File: src/rtl/core_controller_pkg.sv
// Shared encodings for the multi-cycle core controller: FSM states, ALU codes,
// instruction field constants, datapath mux selects and the control word.
package core_controller_pkg;

  typedef enum logic [3:0] {
    S_FETCH,
    S_DECODE,
    S_EXEC_R,
    S_EXEC_I,
    S_EXEC_SH,
    S_MEM_LD,
    S_MEM_ST,
    S_BRANCH,
    S_WB
  } state_e;

  typedef enum logic [3:0] {
    ALU_ADD   = 4'd0,
    ALU_SUB   = 4'd1,
    ALU_AND   = 4'd2,
    ALU_OR    = 4'd3,
    ALU_XOR   = 4'd4,
    ALU_PASSB = 4'd5,
    ALU_CMP   = 4'd6
  } alu_e;

  typedef enum logic [2:0] {
    CLS_R,
    CLS_I,
    CLS_SH,
    CLS_LD,
    CLS_ST,
    CLS_BR,
    CLS_ILL
  } class_e;

  localparam logic [3:0] OP_RTYPE    = 4'b0000;
  localparam logic [3:0] OP_MEM      = 4'b0100;
  localparam logic [3:0] OP_SHIFT    = 4'b1000;
  localparam logic [3:0] OP_BRANCH   = 4'b1100;
  localparam logic [3:0] OPEXT_LOAD  = 4'b0000;
  localparam logic [3:0] OPEXT_STORE = 4'b0100;

  // ALU operation codes; shared by opext (register form) and op (immediate form)
  localparam logic [3:0] CODE_ADD   = 4'b0101;
  localparam logic [3:0] CODE_SUB   = 4'b1001;
  localparam logic [3:0] CODE_CMP   = 4'b1011;
  localparam logic [3:0] CODE_AND   = 4'b0001;
  localparam logic [3:0] CODE_OR    = 4'b0010;
  localparam logic [3:0] CODE_XOR   = 4'b0011;
  localparam logic [3:0] CODE_PASSB = 4'b1101;

  localparam logic [3:0] COND_EQ = 4'b0000;
  localparam logic [3:0] COND_NE = 4'b0001;
  localparam logic [3:0] COND_AL = 4'b1110;

  localparam logic [1:0] B_REG     = 2'd0;
  localparam logic [1:0] B_SIGN    = 2'd1;
  localparam logic [1:0] B_ONE     = 2'd2;
  localparam logic [1:0] B_ZERO    = 2'd3;
  localparam logic [1:0] WB_RESULT = 2'd0;
  localparam logic [1:0] WB_MEM    = 2'd1;

  // flags are packed {C,L,F,Z,N}
  localparam int FLAG_Z = 1;

  typedef struct packed {
    logic ok;
    alu_e op;
  } alu_sel_t;

  function automatic alu_sel_t alu_lookup(input logic [3:0] code);
    alu_sel_t sel;
    sel.ok = 1'b1;
    sel.op = ALU_ADD;
    case (code)
      CODE_ADD:   sel.op = ALU_ADD;
      CODE_SUB:   sel.op = ALU_SUB;
      CODE_CMP:   sel.op = ALU_CMP;
      CODE_AND:   sel.op = ALU_AND;
      CODE_OR:    sel.op = ALU_OR;
      CODE_XOR:   sel.op = ALU_XOR;
      CODE_PASSB: sel.op = ALU_PASSB;
      default:    sel.ok = 1'b0;
    endcase
    return sel;
  endfunction

  typedef struct packed {
    logic       irEn;
    logic       pcRegEn;
    logic       srcRegEn;
    logic       dstRegEn;
    logic       immRegEn;
    logic       resultRegEn;
    logic       signEn;
    logic       regFileEn;
    logic       pcRegMuxEn;
    logic       shiftALUMuxEn;
    logic       regImmMuxEn;
    logic [1:0] mux4En;
    logic [1:0] regFileResultCont;
    alu_e       aluControl;
    logic       memRead;
    logic       memWrite;
    logic       instrDone;
    logic       illegal;
  } ctrl_t;

endpackage

File: src/rtl/core_controller_if.sv
// Controller <-> datapath bundle: instruction/flags/memory ack in, control strobes out.
interface core_controller_if;
  logic [15:0] instruction;
  logic [4:0]  flags;
  logic        memReady;

  logic        irEn;
  logic        pcRegEn;
  logic        srcRegEn;
  logic        dstRegEn;
  logic        immRegEn;
  logic        resultRegEn;
  logic        signEn;
  logic        regFileEn;
  logic        pcRegMuxEn;
  logic        shiftALUMuxEn;
  logic        regImmMuxEn;
  logic [1:0]  mux4En;
  logic [1:0]  regFileResultCont;
  logic [3:0]  aluControl;
  logic        memRead;
  logic        memWrite;
  logic        instrDone;
  logic        illegal;

  modport master (
    input  instruction, flags, memReady,
    output irEn, pcRegEn, srcRegEn, dstRegEn, immRegEn, resultRegEn,
    output signEn, regFileEn, pcRegMuxEn, shiftALUMuxEn, regImmMuxEn,
    output mux4En, regFileResultCont, aluControl,
    output memRead, memWrite, instrDone, illegal
  );

  modport slave (
    output instruction, flags, memReady,
    input  irEn, pcRegEn, srcRegEn, dstRegEn, immRegEn, resultRegEn,
    input  signEn, regFileEn, pcRegMuxEn, shiftALUMuxEn, regImmMuxEn,
    input  mux4En, regFileResultCont, aluControl,
    input  memRead, memWrite, instrDone, illegal
  );
endinterface

File: src/rtl/core_decode.sv
// Combinational instruction classifier: op/opext -> instruction class and ALU ops.
module core_decode
  import core_controller_pkg::*;
(
  input  logic [3:0] op,
  input  logic [3:0] opext,
  output class_e     cls,
  output alu_e       alu_r,
  output logic       alu_r_ok,
  output alu_e       alu_i
);

  alu_sel_t sel_r;
  alu_sel_t sel_i;

  always_comb begin
    sel_r    = alu_lookup(opext);
    sel_i    = alu_lookup(op);
    alu_r    = sel_r.op;
    alu_r_ok = sel_r.ok;
    alu_i    = sel_i.op;
    cls      = CLS_ILL;
    case (op)
      OP_RTYPE:  cls = CLS_R;
      OP_MEM: begin
        if (opext == OPEXT_LOAD) begin
          cls = CLS_LD;
        end else if (opext == OPEXT_STORE) begin
          cls = CLS_ST;
        end
      end
      OP_SHIFT:  cls = CLS_SH;
      OP_BRANCH: cls = CLS_BR;
      // every remaining op that names an ALU operation is its immediate form
      default:   if (sel_i.ok) cls = CLS_I;
    endcase
  end

endmodule

File: src/rtl/core_controller.sv
// Multi-cycle core control FSM; outputs are decoded from the state (plus memReady,
// flags and instruction where a state's action depends on them) and forced low in reset.
module core_controller
  import core_controller_pkg::*;
(
  input  logic              clk,
  input  logic              reset,
  core_controller_if.master bus
);

  state_e state_q;
  state_e state_d;
  ctrl_t  ctrl;
  class_e cls;
  alu_e   alu_r;
  alu_e   alu_i;
  alu_e   exec_alu;
  logic   alu_r_ok;
  logic   exec_ok;
  logic   is_imm;
  logic   branch_taken;
  logic   unused_bits;

  core_decode u_decode (
    .op       (bus.instruction[15:12]),
    .opext    (bus.instruction[7:4]),
    .cls      (cls),
    .alu_r    (alu_r),
    .alu_r_ok (alu_r_ok),
    .alu_i    (alu_i)
  );

  // Rsrc and the non-Z flags are consumed by the datapath, not here
  assign unused_bits = ^{bus.instruction[3:0], bus.flags[4:2], bus.flags[0]};

  assign is_imm   = (state_q == S_EXEC_I);
  assign exec_alu = is_imm ? alu_i : alu_r;
  assign exec_ok  = is_imm | alu_r_ok;

  always_comb begin
    branch_taken = 1'b0;
    case (bus.instruction[11:8])
      COND_EQ: branch_taken = bus.flags[FLAG_Z];
      COND_NE: branch_taken = ~bus.flags[FLAG_Z];
      COND_AL: branch_taken = 1'b1;
      default: branch_taken = 1'b0;
    endcase
  end

  always_ff @(posedge clk) begin
    if (reset) begin
      state_q <= S_FETCH;
    end else begin
      state_q <= state_d;
    end
  end

  always_comb begin
    ctrl    = '0;
    state_d = state_q;
    case (state_q)
      S_FETCH: begin
        ctrl.irEn       = 1'b1;
        ctrl.pcRegEn    = 1'b1;
        ctrl.mux4En     = B_ONE;
        ctrl.aluControl = ALU_ADD;
        state_d         = S_DECODE;
      end
      S_DECODE: begin
        ctrl.srcRegEn = 1'b1;
        ctrl.dstRegEn = 1'b1;
        ctrl.immRegEn = 1'b1;
        ctrl.signEn   = 1'b1;
        case (cls)
          CLS_R:   state_d = S_EXEC_R;
          CLS_I:   state_d = S_EXEC_I;
          CLS_SH:  state_d = S_EXEC_SH;
          CLS_LD:  state_d = S_MEM_LD;
          CLS_ST:  state_d = S_MEM_ST;
          CLS_BR:  state_d = S_BRANCH;
          default: begin
            ctrl.illegal = 1'b1;
            state_d      = S_FETCH;
          end
        endcase
      end
      S_EXEC_R, S_EXEC_I: begin
        ctrl.pcRegMuxEn  = 1'b1;
        ctrl.resultRegEn = 1'b1;
        ctrl.mux4En      = is_imm ? B_SIGN : B_REG;
        if (exec_ok) begin
          ctrl.aluControl = exec_alu;
          // compare only updates flags, so it retires without a write-back
          if (exec_alu == ALU_CMP) begin
            ctrl.instrDone = 1'b1;
            state_d        = S_FETCH;
          end else begin
            state_d = S_WB;
          end
        end else begin
          ctrl.illegal = 1'b1;
          state_d      = S_FETCH;
        end
      end
      S_EXEC_SH: begin
        ctrl.shiftALUMuxEn = 1'b1;
        ctrl.resultRegEn   = 1'b1;
        ctrl.regImmMuxEn   = ~bus.instruction[6];
        state_d            = S_WB;
      end
      S_MEM_LD: begin
        ctrl.memRead = 1'b1;
        if (bus.memReady) begin
          ctrl.regFileEn         = 1'b1;
          ctrl.regFileResultCont = WB_MEM;
          ctrl.instrDone         = 1'b1;
          state_d                = S_FETCH;
        end
      end
      S_MEM_ST: begin
        ctrl.memWrite = 1'b1;
        if (bus.memReady) begin
          ctrl.instrDone = 1'b1;
          state_d        = S_FETCH;
        end
      end
      S_BRANCH: begin
        if (branch_taken) begin
          ctrl.mux4En     = B_SIGN;
          ctrl.aluControl = ALU_ADD;
          ctrl.pcRegEn    = 1'b1;
        end
        ctrl.instrDone = 1'b1;
        state_d        = S_FETCH;
      end
      S_WB: begin
        ctrl.regFileEn         = 1'b1;
        ctrl.regFileResultCont = WB_RESULT;
        ctrl.instrDone         = 1'b1;
        state_d                = S_FETCH;
      end
      default: state_d = S_FETCH;
    endcase
    if (reset) begin
      ctrl = '0;
    end
  end

  assign bus.irEn              = ctrl.irEn;
  assign bus.pcRegEn           = ctrl.pcRegEn;
  assign bus.srcRegEn          = ctrl.srcRegEn;
  assign bus.dstRegEn          = ctrl.dstRegEn;
  assign bus.immRegEn          = ctrl.immRegEn;
  assign bus.resultRegEn       = ctrl.resultRegEn;
  assign bus.signEn            = ctrl.signEn;
  assign bus.regFileEn         = ctrl.regFileEn;
  assign bus.pcRegMuxEn        = ctrl.pcRegMuxEn;
  assign bus.shiftALUMuxEn     = ctrl.shiftALUMuxEn;
  assign bus.regImmMuxEn       = ctrl.regImmMuxEn;
  assign bus.mux4En            = ctrl.mux4En;
  assign bus.regFileResultCont = ctrl.regFileResultCont;
  assign bus.aluControl        = ctrl.aluControl;
  assign bus.memRead           = ctrl.memRead;
  assign bus.memWrite          = ctrl.memWrite;
  assign bus.instrDone         = ctrl.instrDone;
  assign bus.illegal           = ctrl.illegal;

endmodule

File: src/flat_wrapper.sv
// flat-port wrapper written by rule: the top's interface ports become plain ports
module core_controller_flat import core_controller_pkg::*;
  (clk, reset, bus_instruction, bus_flags, bus_memReady, bus_irEn, bus_pcRegEn, bus_srcRegEn, bus_dstRegEn, bus_immRegEn, bus_resultRegEn, bus_signEn, bus_regFileEn, bus_pcRegMuxEn, bus_shiftALUMuxEn, bus_regImmMuxEn, bus_mux4En, bus_regFileResultCont, bus_aluControl, bus_memRead, bus_memWrite, bus_instrDone, bus_illegal);
  core_controller_if bus_i ();
  input  logic clk;
  input  logic reset;
  input wire logic [$bits(bus_i.instruction)-1:0] bus_instruction;
  input wire logic [$bits(bus_i.flags)-1:0] bus_flags;
  input wire logic [$bits(bus_i.memReady)-1:0] bus_memReady;
  output wire logic [$bits(bus_i.irEn)-1:0] bus_irEn;
  output wire logic [$bits(bus_i.pcRegEn)-1:0] bus_pcRegEn;
  output wire logic [$bits(bus_i.srcRegEn)-1:0] bus_srcRegEn;
  output wire logic [$bits(bus_i.dstRegEn)-1:0] bus_dstRegEn;
  output wire logic [$bits(bus_i.immRegEn)-1:0] bus_immRegEn;
  output wire logic [$bits(bus_i.resultRegEn)-1:0] bus_resultRegEn;
  output wire logic [$bits(bus_i.signEn)-1:0] bus_signEn;
  output wire logic [$bits(bus_i.regFileEn)-1:0] bus_regFileEn;
  output wire logic [$bits(bus_i.pcRegMuxEn)-1:0] bus_pcRegMuxEn;
  output wire logic [$bits(bus_i.shiftALUMuxEn)-1:0] bus_shiftALUMuxEn;
  output wire logic [$bits(bus_i.regImmMuxEn)-1:0] bus_regImmMuxEn;
  output wire logic [$bits(bus_i.mux4En)-1:0] bus_mux4En;
  output wire logic [$bits(bus_i.regFileResultCont)-1:0] bus_regFileResultCont;
  output wire logic [$bits(bus_i.aluControl)-1:0] bus_aluControl;
  output wire logic [$bits(bus_i.memRead)-1:0] bus_memRead;
  output wire logic [$bits(bus_i.memWrite)-1:0] bus_memWrite;
  output wire logic [$bits(bus_i.instrDone)-1:0] bus_instrDone;
  output wire logic [$bits(bus_i.illegal)-1:0] bus_illegal;
  assign bus_i.instruction = bus_instruction;
  assign bus_i.flags = bus_flags;
  assign bus_i.memReady = bus_memReady;
  assign bus_irEn = bus_i.irEn;
  assign bus_pcRegEn = bus_i.pcRegEn;
  assign bus_srcRegEn = bus_i.srcRegEn;
  assign bus_dstRegEn = bus_i.dstRegEn;
  assign bus_immRegEn = bus_i.immRegEn;
  assign bus_resultRegEn = bus_i.resultRegEn;
  assign bus_signEn = bus_i.signEn;
  assign bus_regFileEn = bus_i.regFileEn;
  assign bus_pcRegMuxEn = bus_i.pcRegMuxEn;
  assign bus_shiftALUMuxEn = bus_i.shiftALUMuxEn;
  assign bus_regImmMuxEn = bus_i.regImmMuxEn;
  assign bus_mux4En = bus_i.mux4En;
  assign bus_regFileResultCont = bus_i.regFileResultCont;
  assign bus_aluControl = bus_i.aluControl;
  assign bus_memRead = bus_i.memRead;
  assign bus_memWrite = bus_i.memWrite;
  assign bus_instrDone = bus_i.instrDone;
  assign bus_illegal = bus_i.illegal;
  core_controller u_core (.clk(clk), .reset(reset), .bus(bus_i));
endmodule
File: config.mk
export PLATFORM = sky130hd
export DESIGN_NAME = core_controller_flat
export DESIGN_NICKNAME = d
export VERILOG_FILES = /design/src/rtl/core_controller_pkg.sv /design/src/rtl/core_controller_if.sv /design/src/rtl/core_decode.sv /design/src/rtl/core_controller.sv /design/src/flat_wrapper.sv
export SDC_FILE = /design/constraint.sdc
export NUM_CORES = 1
export LEC_CHECK = 0
export ABC_CLOCK_PERIOD_IN_PS = 1800
export CORE_MARGIN = 3
export CORE_UTILIZATION = 38
export CTS_BUF_LIST = sky130_fd_sc_hd__clkbuf_4 sky130_fd_sc_hd__clkbuf_8 sky130_fd_sc_hd__clkbuf_16
export DETAILED_ROUTE_END_ITERATION = 6
export PLACE_DENSITY = 0.85
export SYNTH_ARGS = -nofsm -noshare
export SYNTH_HDL_FRONTEND = slang
export SYNTH_SLANG_ARGS = --single-unit
File: constraint.sdc
create_clock -name clk -period 1.8 [get_ports clk]
set_input_delay 0.27 -clock clk [delete_from_list [all_inputs] [get_ports clk]]
set_output_delay 0.27 -clock clk [all_outputs]
set_load 0.02 [all_outputs]
==> run_results.csv, run 1 <==
group,metric,value,unit
routing,antenna_left,0,
setup_path,worst-endpoint-arrival,1.52,ns
cts,ctsHtreeMaxLevel,1,
grt,antenna_found_initial,0,
power,pwr-share-comb,59.2,%
routing,firstDrtPassIters,4,
sta,fmax,0.557,GHz
cells_and_area,largest_reg_flops,4,
routing,vias,1098,
die,core-area,0.00200,mm2
die,io_pins,47,
die,rows,16,
cts,numCtsBuffers,3,
job,max_cap_violations,0,
run_status,outcome,"finished, final reports clean",
synthesis,synth_edf_count,0,
sta,fin_skew,0.000108,ns
place,dp_hpwl,2160,um
cells_and_area,syn2layout_area_growth,80.0,%
power,p_per_area,363,mW/mm2
cells_and_area,multiInputGateArea,681,um2
power,p_int,329,uW
synthesis,synth_top_family_by_area,"simple AND/OR/NAND/NOR gates",
setup_path,required,1.53,ns
synthesis,seq_area_frac_synth,9.76,%
synthesis,synth_cell_types,52,
die,die_h,52.5,um
die,initial_core_util,41.0,%
cells_and_area,largest_register,"u_core.state_q",
cells_and_area,most-common-layout-cells,"buf_4 (55), dlygate4sd2_1 (11), a21oi_1 (8)",
synthesis,netlist_area,821,um2
sta,setup_viol,0,
routing,via_per_inst,5.20,
cells_and_area,drive_gt1_share,52.2,%
synthesis,synth_fa_ha_area_share,1.22,%
power,power_frac_seq,19.8,%
synthesis,synth_compound_area_share,25.6,%
synthesis,yosysWarnings,0,
routing,wirelength,2860,um
grt,grt_pass1_vias,1107,
cells_and_area,antenna_cells,0,
cts,cts_sinks,4,
sta,final-hold-violation-count,0,
synthesis,synth-simple-area-share,39.0,%
routing,met1Wirelength,1110,um
power,p_total,536,uW
grt,grt_start_max_net_pins,11,
cells_and_area,regArea,90.1,um2
setup_path,path_max_fanout,7,
setup_path,crit_type,"register to primary output",
synthesis,syn_inst,114,
cts,holdBufCountCts,0,
cts,clk_latency,0.24,ns
setup_path,setup.worst_path.start_class,"register",
synthesis,synthArstFlopShare,0,%
power,switching_share,38.7,%
power,leakage,0.000719,uW
cells_and_area,layout_commonest_cell,"buf_4",
cells_and_area,top_regs,"u_core.state_q x4",
cells_and_area,fin_nets,210,
place,io_buffers,36,
grt,grt.total_usage,21.1,%
sta,rsz0062_at_grt,"true",
routing,wl_met3,175,um
routing,routedWlPerCell,13.6,um
place,place_congestion,0.809,
sta,min_period,1.79,ns
die,die_w,52.5,um
cts,cts_tree,"built",
routing,route.detailed.drc,0,
grt,globalRouteOverflowTotal,0,
die,dieArea,0.00275,mm2
setup_path,end_kind,"primary output",
synthesis,avgSynthCellArea,7.20,um2
routing,first_iter_violations,26,
cts,cts_buffer_depth,2,
routing,highest_layer,"met3",
power,clockPowerShare,21.0,%
synthesis,synth_mux_area_share,2.59,%
synthesis,synth-xor-area-share,5.34,%
routing,dr_wl_met2,1570,um
sta,min_period_over_period,99.7,%
cts,path_clk_slew,0.04,ns
grt,grt_first_pass_wirelength,4510,um
cells_and_area,fin_util,73.8,%
sta,final_max_slew_viol_count,0,
power,p_sw,207,uW
power,ir_drop,226,uV
synthesis,ys.flop_type,"dfxtp_1",
cts,cts-root-buf,"clkbuf_4",
hold_path,worstHoldPathType,"primary input to register",
cells_and_area,fillCellCount,163,
synthesis,ys_ff_latch,4,
## what timing repair did
item,4_1_cts,5_1_grt
pin swaps,4,3
buffers inserted,0,5
gates resized for setup,87,36
endpoints found under the setup margin,21,15
## synth_stat cells (all sizes together) (2+ instances only)
library cell	instances	share of area [%]
o22ai	3	2.3
nor3	7	6.3
nor4	2	2.3
nand2b	5	4.7
nor2	8	4.9
xor2	3	3.2
dfxtp	4	9.8
a21oi	8	4.9
nand3	6	3.7
or4	2	2.3
inv	8	3.7
xnor2	2	2.1
o21bai	2	1.8
o21ai	4	2.4
nand2	10	4.9
nor4b	2	2.9
a32oi	2	2.1
buf	14	12
nand3b	3	3.2
## area by class of cell
type | instances | share of cell area [%]
Sequential cell | 4 | 6.10
Clock buffer | 3 | 1.52
Multi-Input combinational cell | 88 | 46.1
Timing Repair Buffer | 81 | 42.0
Tap cell | 27 | 2.29
Inverter | 8 | 2.03
## metrics by stage
stage | setup TNS, ns | instances | hold slack, ns | instance area (um2) | setup WS [ns]
after detailed placement | -10.59 | 203 | 0.769 | 1420 | -0.603
final | 0 | 211 | 0.528 | 1480 | 0.00617
after CTS | -0.000247 | 206 | 0.520 | 1400 | -0.000247
after global placement | -9.93 | 203 | 0.755 | 1420 | -0.576
after global routing | -0.146 | 211 | 0.539 | 1480 | -0.0558
after floorplan | 0 | 115 | 0.373 | 825 | 0.187
## power groups by stage
stage                     Clock [uW]  Combinational [uW]  Sequential [uW]
after floorplan                    0                 171              103
after global placement             0                 299              109
after detailed placement           0                 308              110
after CTS                        117                 291              109
after global routing             122                 342              107
final                            113                 317              106
## metal layers
metal	vias to the layer above	GRT usage, %
met5	-	0
met4	0	5.11
met3	0	2.56
met2	37	42.4
met1	515	22.7
li1	546	-
## kinds of logic (layout without fill, tap and decap cells)
group / Yosys count / count (layout)
xor gates and xnor gates: 5 / 5
buffers and inverters: 23 / 92
DFF: 4 / 4
adders and majority gates: 1 / 1
and+or+nand+nor: 49 / 49
muxes: 2 / 2
AOI/OAI and AO/OA: 29 / 29
other: 1 / 2
## worst max-delay path, cell delays in order, from the launching register on
cell,delay [ns]
dfxtp_2,0.35
buf_4,0.16
maj3_1,0.36
a21oi_1,0.15
o22ai_1,0.10
buf_4,0.17
## path summary, 6_finish.rpt
check,startpoint,endpoint,slack [ns],cells past startpoint
worst min-delay path,bus_instruction[12],u_core.state_q[2]$_SDFFE_PP0P_,0.53,3
worst max-delay path,u_core.state_q[0]$_SDFFE_PP0P_,bus_instrDone,0.006,5
worst max register to register,u_core.state_q[3]$_SDFFE_PP0P_,u_core.state_q[2]$_SDFFE_PP0P_,0.51,4
worst min register to register,u_core.state_q[1]$_SDFFE_PP0P_,u_core.state_q[0]$_SDFFE_PP0P_,0.71,3
Note: power is estimated with default switching activity, not from simulation.
==> run 2, diff against run 1 <==
--- a/config.mk
+++ b/config.mk
@@ -10,7 +10,7 @@
 export CORE_UTILIZATION = 38
 export CTS_BUF_LIST = sky130_fd_sc_hd__clkbuf_4 sky130_fd_sc_hd__clkbuf_8 sky130_fd_sc_hd__clkbuf_16
 export DETAILED_ROUTE_END_ITERATION = 6
-export PLACE_DENSITY = 0.85
+export PLACE_DENSITY_LB_ADDON = 0.08
 export SYNTH_ARGS = -nofsm -noshare
 export SYNTH_HDL_FRONTEND = slang
 export SYNTH_SLANG_ARGS = --single-unit
==> run 2 against run 1 <==
The flow now finishes with violations (setup timing). Die area unchanged. Setup slack worse by 0.0076 ns. Routed wire length fell by 5.5%. Sequential cell count is the same. Sequential share of layout area is 0.28 points lower. Final cell count is 0.95% lower. Clock power is 4% lower. First-iteration DRC count decreased by 54%. Combinational power fell by 3%. Global-route usage shrank 1.3 points. Sequential power hardly changed. Critical endpoint unchanged. Largest power group unchanged.
==> run_results.csv, run 2 (synthesis results as in run 1) <==
group,metric,value,unit
setup_path,crit_type,"register to primary output",
cells_and_area,largest_register,"u_core.state_q",
cells_and_area,finalInstanceArea,0.00146,mm2
hold_path,worstHoldPathType,"primary input to register",
cells_and_area,largest_reg_flops,4,
power,p_per_area,356,mW/mm2
routing,antenna_left,0,
cts,cts_tree,"built",
sta,rsz0062_at_grt,"true",
cts,holdBufCountCts,0,
cts,ctsHtreeMaxLevel,1,
grt,globalRouteOverflowTotal,0,
power,p_int,323,uW
sta,final-hold-violation-count,0,
run_status,outcome,"finished with violations",
job,max_cap_violations,0,
cells_and_area,layout_commonest_cell,"buf_4",
hold_path,min_to,"u_core.state_q[3]$_SDFFE_PP0P_",
sta,final_max_slew_viol_count,0,
routing,via_per_inst,5.13,
setup_path,end_kind,"primary output",
routing,routedWlPerCell,12.9,um
place,place_congestion,0.861,
sta,setup_slack,-0.00138,ns
die,core-area,0.00200,mm2
cts,post-cts-setup-buffers,0,
grt,grt_pass1_vias,1037,
hold_path,hold_depth,3,
power,power_frac_seq,20.6,%
die,initial_core_util,41.0,%
power,clockPowerShare,20.7,%
cells_and_area,fin_nets,208,
setup_path,required,1.53,ns
setup_path,worst-endpoint-arrival,1.53,ns
cts,cts-root-buf,"clkbuf_4",
sta,setup_viol,1,
routing,wirelength,2710,um
sta,fmax,0.555,GHz
cells_and_area,fillCellCount,167,
routing,first_iter_violations,12,
cells_and_area,most-common-layout-cells,"buf_4 (44), buf_2 (11), dlygate4sd2_1 (9)",
die,die_h,52.5,um
cts,path_clk_slew,0.04,ns
cells_and_area,drive_gt1_share,53.8,%
power,ir_drop,269,uV
cts,cts_sinks,4,
cells_and_area,antenna_cells,0,
die,dieArea,0.00275,mm2
place,dp_hpwl,2120,um
run_status,violations,"setup timing",
sta,fin_tns_setup,-0.00138,ns
power,leakage,0.000722,uW
place,io_buffers,36,
setup_path,setup.worst_path.start_class,"register",
setup_path,rr_startpoint,"u_core.state_q[3]$_SDFFE_PP0P_",
setup_path,reg2reg_to,"u_core.state_q[2]$_SDFFE_PP0P_",
routing,route.detailed.drc,0,
cells_and_area,top_regs,"u_core.state_q x4",
sta,min_period_over_period,100,%
grt,antenna_found_initial,0,
place,placed_cell_area,0.00144,mm2
setup_path,ff2ff_setup_slack,0.51,ns
cts,numCtsBuffers,3,
power,pwr-share-comb,58.7,%
power,switching_share,37.9,%
grt,grt_start_max_net_pins,11,
routing,vias,1073,
hold_path,min_from,"bus_instruction[6]",
cts,clk_latency,0.23,ns
sta,fin_skew,0.00335,ns
grt,grt_first_pass_wirelength,4260,um
setup_path,path_max_fanout,8,
setup_path,r2r_cells,4,
die,rows,16,
routing,firstDrtPassIters,4,
sta,min_period,1.80,ns
power,p_sw,197,uW
grt,grt.total_usage,19.8,%
die,io_pins,47,
die,die_w,52.5,um
cts,cts_buffer_depth,2,
cells_and_area,syn2layout_area_growth,78.4,%
[run 2: cell types whose count changed in the layout (fill, tap and decap cells not counted), moves of 2 or more]
cell and delta:
clkbuf_2 -3, buf_4 -11, dfxtp_4 -2, buf_2 +9
dlymetal6s2s_1 +2, dfxtp_2 +2, clkdlybuf4s15_2 +3, nor4_2 +2
dlygate4sd2_1 -2
[run 2: final cells by class]
type / count / area (um2) / area share [%]
flip-flops and latches: 4 / 85.1 / 5.81
clock buffers: 3 / 22.5 / 1.54
inverters: 8 / 30.0 / 2.05
well taps: 27 / 33.8 / 2.31
multi-input cells: 88 / 682 / 46.6
repair buffers: 79 / 611 / 41.7
[run 2: critical path, stage by stage (launching register included)]
cell	delay (ns)
dfxtp_2	0.36
buf_4	0.17
maj3_1	0.36
a21oi_2	0.17
o22ai_1	0.08
buf_2	0.17
[run 2: power by group through the flow]
stage / clock network [uW] / logic, uW / registers (uW)
final: 108 / 306 / 107
after global routing: 119 / 331 / 108
after CTS: 109 / 303 / 107
after detailed placement: 0 / 310 / 106
after global placement: 0 / 303 / 106
after floorplan: 0 / 171 / 103
[run 2: metal layers]
metal  part of all wire (%)  GRT usage, %  up-vias  wire length, um
li1                       -             -      543                -
met1                     40          22.7      508             1100
met2                     55          39.0       22             1500
met3                    4.1          1.14        0              110
met4                      0          4.26        0                0
met5                      0             0        -                0
[run 2: what timing repair did]
| item | in CTS | in global routing |
|---|---|---|
| endpoints found under the setup margin | 21 | 18 |
| gates resized for setup | 91 | 25 |
| pin swaps | 3 | 3 |
[run 2: worst max-delay path by stage]
| stage | from | to | slack (ns) | cells past startpoint |
|---|---|---|---|---|
| final | u_core.state_q[1]$_SDFFE_PP0P_ | bus_instrDone | -0.001 | 5 |
| after global placement | bus_instruction[8] | bus_mux4En[0] | -0.57 | 6 |
| after CTS | u_core.state_q[1]$_SDFFE_PP0P_ | bus_instrDone | -0.003 | 5 |
| after global routing | u_core.state_q[1]$_SDFFE_PP0P_ | bus_instrDone | -0.06 | 5 |
| after floorplan | u_core.state_q[3]$_SDFFE_PP0P_ | bus_pcRegEn | 0.19 | 3 |
| after detailed placement | bus_instruction[8] | bus_mux4En[0] | -0.65 | 6 |
[run 2: per-stage QoR]
step                utilization [%]  hold slack (ns)  setup WS [ns]  total power, uW  std cells
global placement               71.9            0.754         -0.565              409        206
global route                   73.1            0.562        -0.0602              558        209
detailed placement             71.9            0.740         -0.653              417        206
finish                         73.1            0.522       -0.00138              521        209
CTS                            73.5            0.530       -0.00314              520        209
floorplan                         -            0.373          0.187              274        115
==> run 3, diff against run 2 <==
--- a/config.mk
+++ b/config.mk
@@ -6,11 +6,13 @@
 export NUM_CORES = 1
 export LEC_CHECK = 0
 export ABC_CLOCK_PERIOD_IN_PS = 1800
+export CORE_ASPECT_RATIO = 0.8
 export CORE_MARGIN = 3
 export CORE_UTILIZATION = 38
 export CTS_BUF_LIST = sky130_fd_sc_hd__clkbuf_4 sky130_fd_sc_hd__clkbuf_8 sky130_fd_sc_hd__clkbuf_16
 export DETAILED_ROUTE_END_ITERATION = 6
 export PLACE_DENSITY_LB_ADDON = 0.08
+export SLEW_MARGIN = 5
 export SYNTH_ARGS = -nofsm -noshare
 export SYNTH_HDL_FRONTEND = slang
 export SYNTH_SLANG_ARGS = --single-unit
==> run 3 against run 2 <==
The flow now finishes without violations. Combinational power shrank 4%. Global-route usage increased by 1.7 points. Via count fell by 2.4%. Count of clock-buffer cells in the layout did not move. Critical path type unchanged. Largest cell class unchanged. Largest power group unchanged. Highest routed layer is now met4.
==> run_results.csv, run 3 (synthesis results as in run 1) <==
group,metric,value,unit
job,max_cap_violations,0,
setup_path,worst-endpoint-arrival,1.51,ns
routing,first_iter_violations,15,
setup_path,crit_type,"register to primary output",
cts,holdBufCountCts,0,
sta,setup_slack,0.0234,ns
cells_and_area,fillCellCount,180,
setup_path,required,1.53,ns
cells_and_area,most-common-layout-cells,"buf_4 (44), buf_2 (11), nand2_1 (8), a21oi_1 (8), dlygate4sd2_1 (8)",
cells_and_area,largest_reg_flops,4,
power,p_per_area,377,mW/mm2
place,dp_hpwl,2250,um
grt,grt.total_usage,21.5,%
cells_and_area,layout_commonest_cell,"buf_4",
place,placed_cell_area,0.00141,mm2
routing,via_per_inst,5.16,
routing,wirelength,2770,um
cts,cts-root-buf,"clkbuf_4",
die,rows,14,
run_status,outcome,"finished, final reports clean",
die,die_w,58.0,um
sta,whs,0.518,ns
sta,final_max_slew_viol_count,0,
sta,setup_viol,0,
cells_and_area,antenna_cells,0,
routing,firstDrtPassIters,4,
cts,numCtsBuffers,3,
grt,antenna_found_initial,0,
sta,min_period,1.78,ns
grt,globalRouteOverflowTotal,0,
cells_and_area,top_regs,"u_core.state_q x4",
cells_and_area,finalInstanceArea,0.00141,mm2
sta,min_period_over_period,98.7,%
cts,ctsHtreeMaxLevel,1,
cts,cts_sinks,4,
routing,antenna_left,0,
grt,grt_first_pass_wirelength,4430,um
cells_and_area,drive_gt1_share,51.4,%
power,ir_drop,355,uV
setup_path,setup.worst_path.start_class,"register",
setup_path,path_max_fanout,8,
die,initial_core_util,41.8,%
place,place_congestion,0.836,
routing,vias,1047,
sta,rsz0062_at_grt,"true",
routing,routedWlPerCell,13.6,um
place,preCtsSetupSlack,-0.628,ns
grt,busiest_layer,"met2",
cts,cts_tree,"built",
sta,fin_skew,0.0145,ns
die,die_h,47.6,um
routing,route.detailed.drc,0,
place,io_buffers,36,
cells_and_area,fin_util,71.7,%
cts,path_clk_slew,0.05,ns
grt,grt_pass1_vias,997,
power,leakage,0.000701,uW
grt,use_met1,25.8,%
cells_and_area,largest_register,"u_core.state_q",
hold_path,worstHoldPathType,"primary input to register",
grt,met3_usage,4.31,%
die,core-area,0.00196,mm2
cts,cts_buffer_depth,2,
die,dieArea,0.00276,mm2
grt,grt_start_max_net_pins,9,
sta,fmax,0.563,GHz
cts,post-cts-setup-buffers,0,
die,io_pins,47,
sta,final-hold-violation-count,0,
cts,clk_latency,0.26,ns
setup_path,end_kind,"primary output",
grt,grtUsageMet2,39.0,%
cells_and_area,fin_nets,205,
cells_and_area,syn2layout_area_growth,71.5,%
run 3: cell count changes in the layout (fill, tap and decap cells not counted), sizes merged:
cell / before / now
clkbuf: 7 / 9
dlygate4sd2: 9 / 8
dlymetal6s2s: 4 / 3
clkdlybuf4s15: 5 / 3
buf: 56 / 55
run 3: final timing paths:
| check | startpoint | endpoint | slack [ns] | depth (start not counted) |
|---|---|---|---|---|
| hold reg to reg | u_core.state_q[3]$_SDFFE_PP0P_ | u_core.state_q[3]$_SDFFE_PP0P_ | 0.69 | 3 |
| hold / removal | bus_instruction[12] | u_core.state_q[2]$_SDFFE_PP0P_ | 0.52 | 3 |
| setup reg to reg | u_core.state_q[2]$_SDFFE_PP0P_ | u_core.state_q[2]$_SDFFE_PP0P_ | 0.40 | 5 |
| setup / recovery | u_core.state_q[1]$_SDFFE_PP0P_ | bus_instrDone | 0.02 | 5 |
run 3: worst max-delay path, cell delays in order, from the launching register on:
cell	delay, ns
dfxtp_4	0.37
buf_4	0.15
maj3_1	0.34
a21oi_1	0.16
o22ai_1	0.09
buf_2	0.16
run 3: layout make-up:
type                       instances  area, um2  area share [%]
tap                               24       30.0            2.13
timing repair buffer              76        563            40.0
sequential                         4       90.1            6.40
inverter                           8       30.0            2.13
clock buffer                       3       22.5            1.60
multi-input combinational         88        672            47.7
run 3: power by group:
group	total, uW	switching [uW]	leakage (uW)	internal [uW]
clock	127	51.9	0.0000138	75.6
sequential	108	13.5	0.0000349	94.1
combinational	295	149	0.000652	146
run 3: metal layers:
layer | vias up | wire length, um | part of all wire, %
li1 | 536 | - | -
met1 | 476 | 1210 | 44
met4 | 0 | 32 | 1.2
met2 | 30 | 1370 | 49
met5 | - | 0 | 0
met3 | 5 | 159 | 5.7
run 3: per-stage QoR:
| stage | instances | setup TNS, ns | total power (uW) |
|---|---|---|---|
| 4_1_cts | 203 | -0.000301 | 535 |
| 5_1_grt | 203 | -0.123 | 567 |
| 3_5_place_dp | 200 | -9.84 | 416 |
| 3_3_place_gp | 200 | -9.21 | 408 |
| 6_report | 203 | 0 | 530 |
| 2_1_floorplan | 115 | 0 | 274 |
run 3: repair_timing:
| action | in CTS | in global routing |
|---|---|---|
| pin swaps | 4 | 3 |
| resized for setup | 92 | 28 |
| setup endpoints to repair | 21 | 14 |
==> variant, RTL diff (settings of run 2) <==
Re-encode `state_e` (9 states) as one-hot, 9 bits wide.
--- a/src/rtl/core_controller_pkg.sv
+++ b/src/rtl/core_controller_pkg.sv
@@ -2,16 +2,16 @@
 // instruction field constants, datapath mux selects and the control word.
 package core_controller_pkg;
 
-  typedef enum logic [3:0] {
-    S_FETCH,
-    S_DECODE,
-    S_EXEC_R,
-    S_EXEC_I,
-    S_EXEC_SH,
-    S_MEM_LD,
-    S_MEM_ST,
-    S_BRANCH,
-    S_WB
+  typedef enum logic [8:0] {
+    S_FETCH   = 9'b000000001,
+    S_DECODE  = 9'b000000010,
+    S_EXEC_R  = 9'b000000100,
+    S_EXEC_I  = 9'b000001000,
+    S_EXEC_SH = 9'b000010000,
+    S_MEM_LD  = 9'b000100000,
+    S_MEM_ST  = 9'b001000000,
+    S_BRANCH  = 9'b010000000,
+    S_WB      = 9'b100000000
   } state_e;
 
   typedef enum logic [3:0] {
Check against the original RTL: same outputs for any inputs over 10 cycles, from zero or initial values and one cycle with reset high; not proved beyond that.
==> variant against run 2 <==
- the flow still finishes with violations (setup timing)
- setup slack worse by 0.35 ns
- total power grew 62%
- wire length up 51%
- synthesized area rose by 27%
- via count increased by 31%
- design area up 42%
- sequential cell count rose by 5
- critical path type unchanged
- critical endpoint unchanged
==> variant: results <==
export IMPL_status="finished with violations"
export IMPL_violations="setup timing"
export IMPL_ir_worst_vdd_mv=0.453
export IMPL_crit_fanout=4
export IMPL_leakagePower_nw=0.883
export IMPL_grt_use_total_pct=22.8
export IMPL_hp_class="input pin to flop"
export IMPL_clock_latency_ns=0.25
export IMPL_yosysUniqueCellTypes=50
export IMPL_port_buffer_count=36
export IMPL_hp_start="bus_instruction[6]"
export IMPL_max_stage_delay_ns=0.37
export IMPL_yosysWarningCount=0
export IMPL_yosysSeqAreaShare_pct=17.3
export IMPL_regToRegEndpoint="u_core.state_q[5]$_SDFFE_PP0P_"
export IMPL_setup_viol=24
export IMPL_place_ws_ns=-0.996
export IMPL_numCtsBuffers=3
export IMPL_area_growth_pct=100
export IMPL_wl_um=4080
export IMPL_dp_cells=244
export IMPL_drtPass1Iterations=4
export IMPL_htree_levels=1
export IMPL_reg_top3="u_core.state_q x9"
export IMPL_grt_pass1_vias=1367
export IMPL_gp_congestion=0.840
export IMPL_layout_cells_non_filler=257
export IMPL_timing_final_ws_setup_ns=-0.355
export IMPL_hold_end="u_core.state_q[6]$_SDFFE_PP0P_"
export IMPL_placed_area_sq_um=1760
export IMPL_grt_pass1_wl_um=6090
export IMPL_fillers=156
export IMPL_cpMaxStageDelayCell="dfxtp_4"
export IMPL_clk_pin_slew_ns=0.06
export IMPL_reg2reg_slack_ns=-0.06
export IMPL_clockBufferDepth=2
export IMPL_finalSetupTns_ns=-4.60
export IMPL_ys_top_cells_by_area="dfxtp_1 (17%), buf_4 (5.1%), nor2_1 (5.1%)"
export IMPL_worstPathArrival_ns=1.89
export IMPL_via_per_inst=5.46
export IMPL_antenna_found_initial=0
export IMPL_synth_common_cells="nor2_1 (14), a21oi_1 (9), dfxtp_1 (9), nand3_1 (9)"
export IMPL_clockRootBuffer="clkbuf_4"
export IMPL_drt_iter0_drc=42
export IMPL_drive_gt1_share_pct=57.3
export IMPL_synthCells=143
export IMPL_grt_max_degree=11
export IMPL_rr_startpoint="u_core.state_q[2]$_SDFFE_PP0P_"
export IMPL_fin_nets=252
export IMPL_worstRegToRegCells=9
export IMPL_clock_skew_ns=0.00108
export IMPL_holdPathStages=4
export IMPL_whs_ns=0.509
export IMPL_dp_hpwl_um=2670
[variant: cell families after synthesis]
group	share of synthesized area [%]
simple gates	46.1
flops	17.3
xor+xnor	3.37
mux	0.963
buf+inv	9.51
compound gates	22.4
other cells	0.361
[variant: layout make-up]
class / count / share of cell area, %
repair buffers: 94 / 39.4
well taps: 30 / 1.80
flip-flops and latches: 9 / 9.19
inverters: 4 / 0.721
clock buffers: 4 / 1.44
multi-input cells: 116 / 47.4
[variant: per-layer routing]
layer	share of wire (%)	vias to the layer above	track usage [%]
met5	0	-	0
met4	3.3	0	9.27
met3	5.7	16	2.19
met2	48	44	38.3
met1	43	654	29.8
li1	-	689	-
[variant: worst max-delay path, delay by kind of cell, from the launching register on]
kind                   cells  cell delay, ns
AOI/OAI and AO/OA          2            0.31
buffers and inverters      2            0.25
DFF                        1            0.37
and+or+nand+nor            3            0.70
[variant: repair_timing]
item | in CTS | in global routing
hold buffers | 0 | 0
cloned | 0 | 0
pin swaps | 12 | 18
endpoints found under the setup margin | 22 | 28
resized for setup | 142 | 34
setup buffers | 3 | 6
[variant: where the power goes]
group          internal, mW  switching, mW
sequential            0.209         0.0147
combinational         0.246          0.213
clock                 0.100         0.0630
total                 0.555          0.291
[variant: worst max-delay path by stage]
stage	from	end	depth (start not counted)
floorplan	u_core.state_q[6]$_SDFFE_PP0P_	bus_aluControl[2]	5
global route	u_core.state_q[0]$_SDFFE_PP1P_	bus_instrDone	7
finish	u_core.state_q[2]$_SDFFE_PP0P_	bus_instrDone	7
detailed placement	bus_instruction[5]	bus_instrDone	7
global placement	bus_instruction[5]	bus_instrDone	7
CTS	u_core.state_q[3]$_SDFFE_PP0P_	bus_instrDone	6
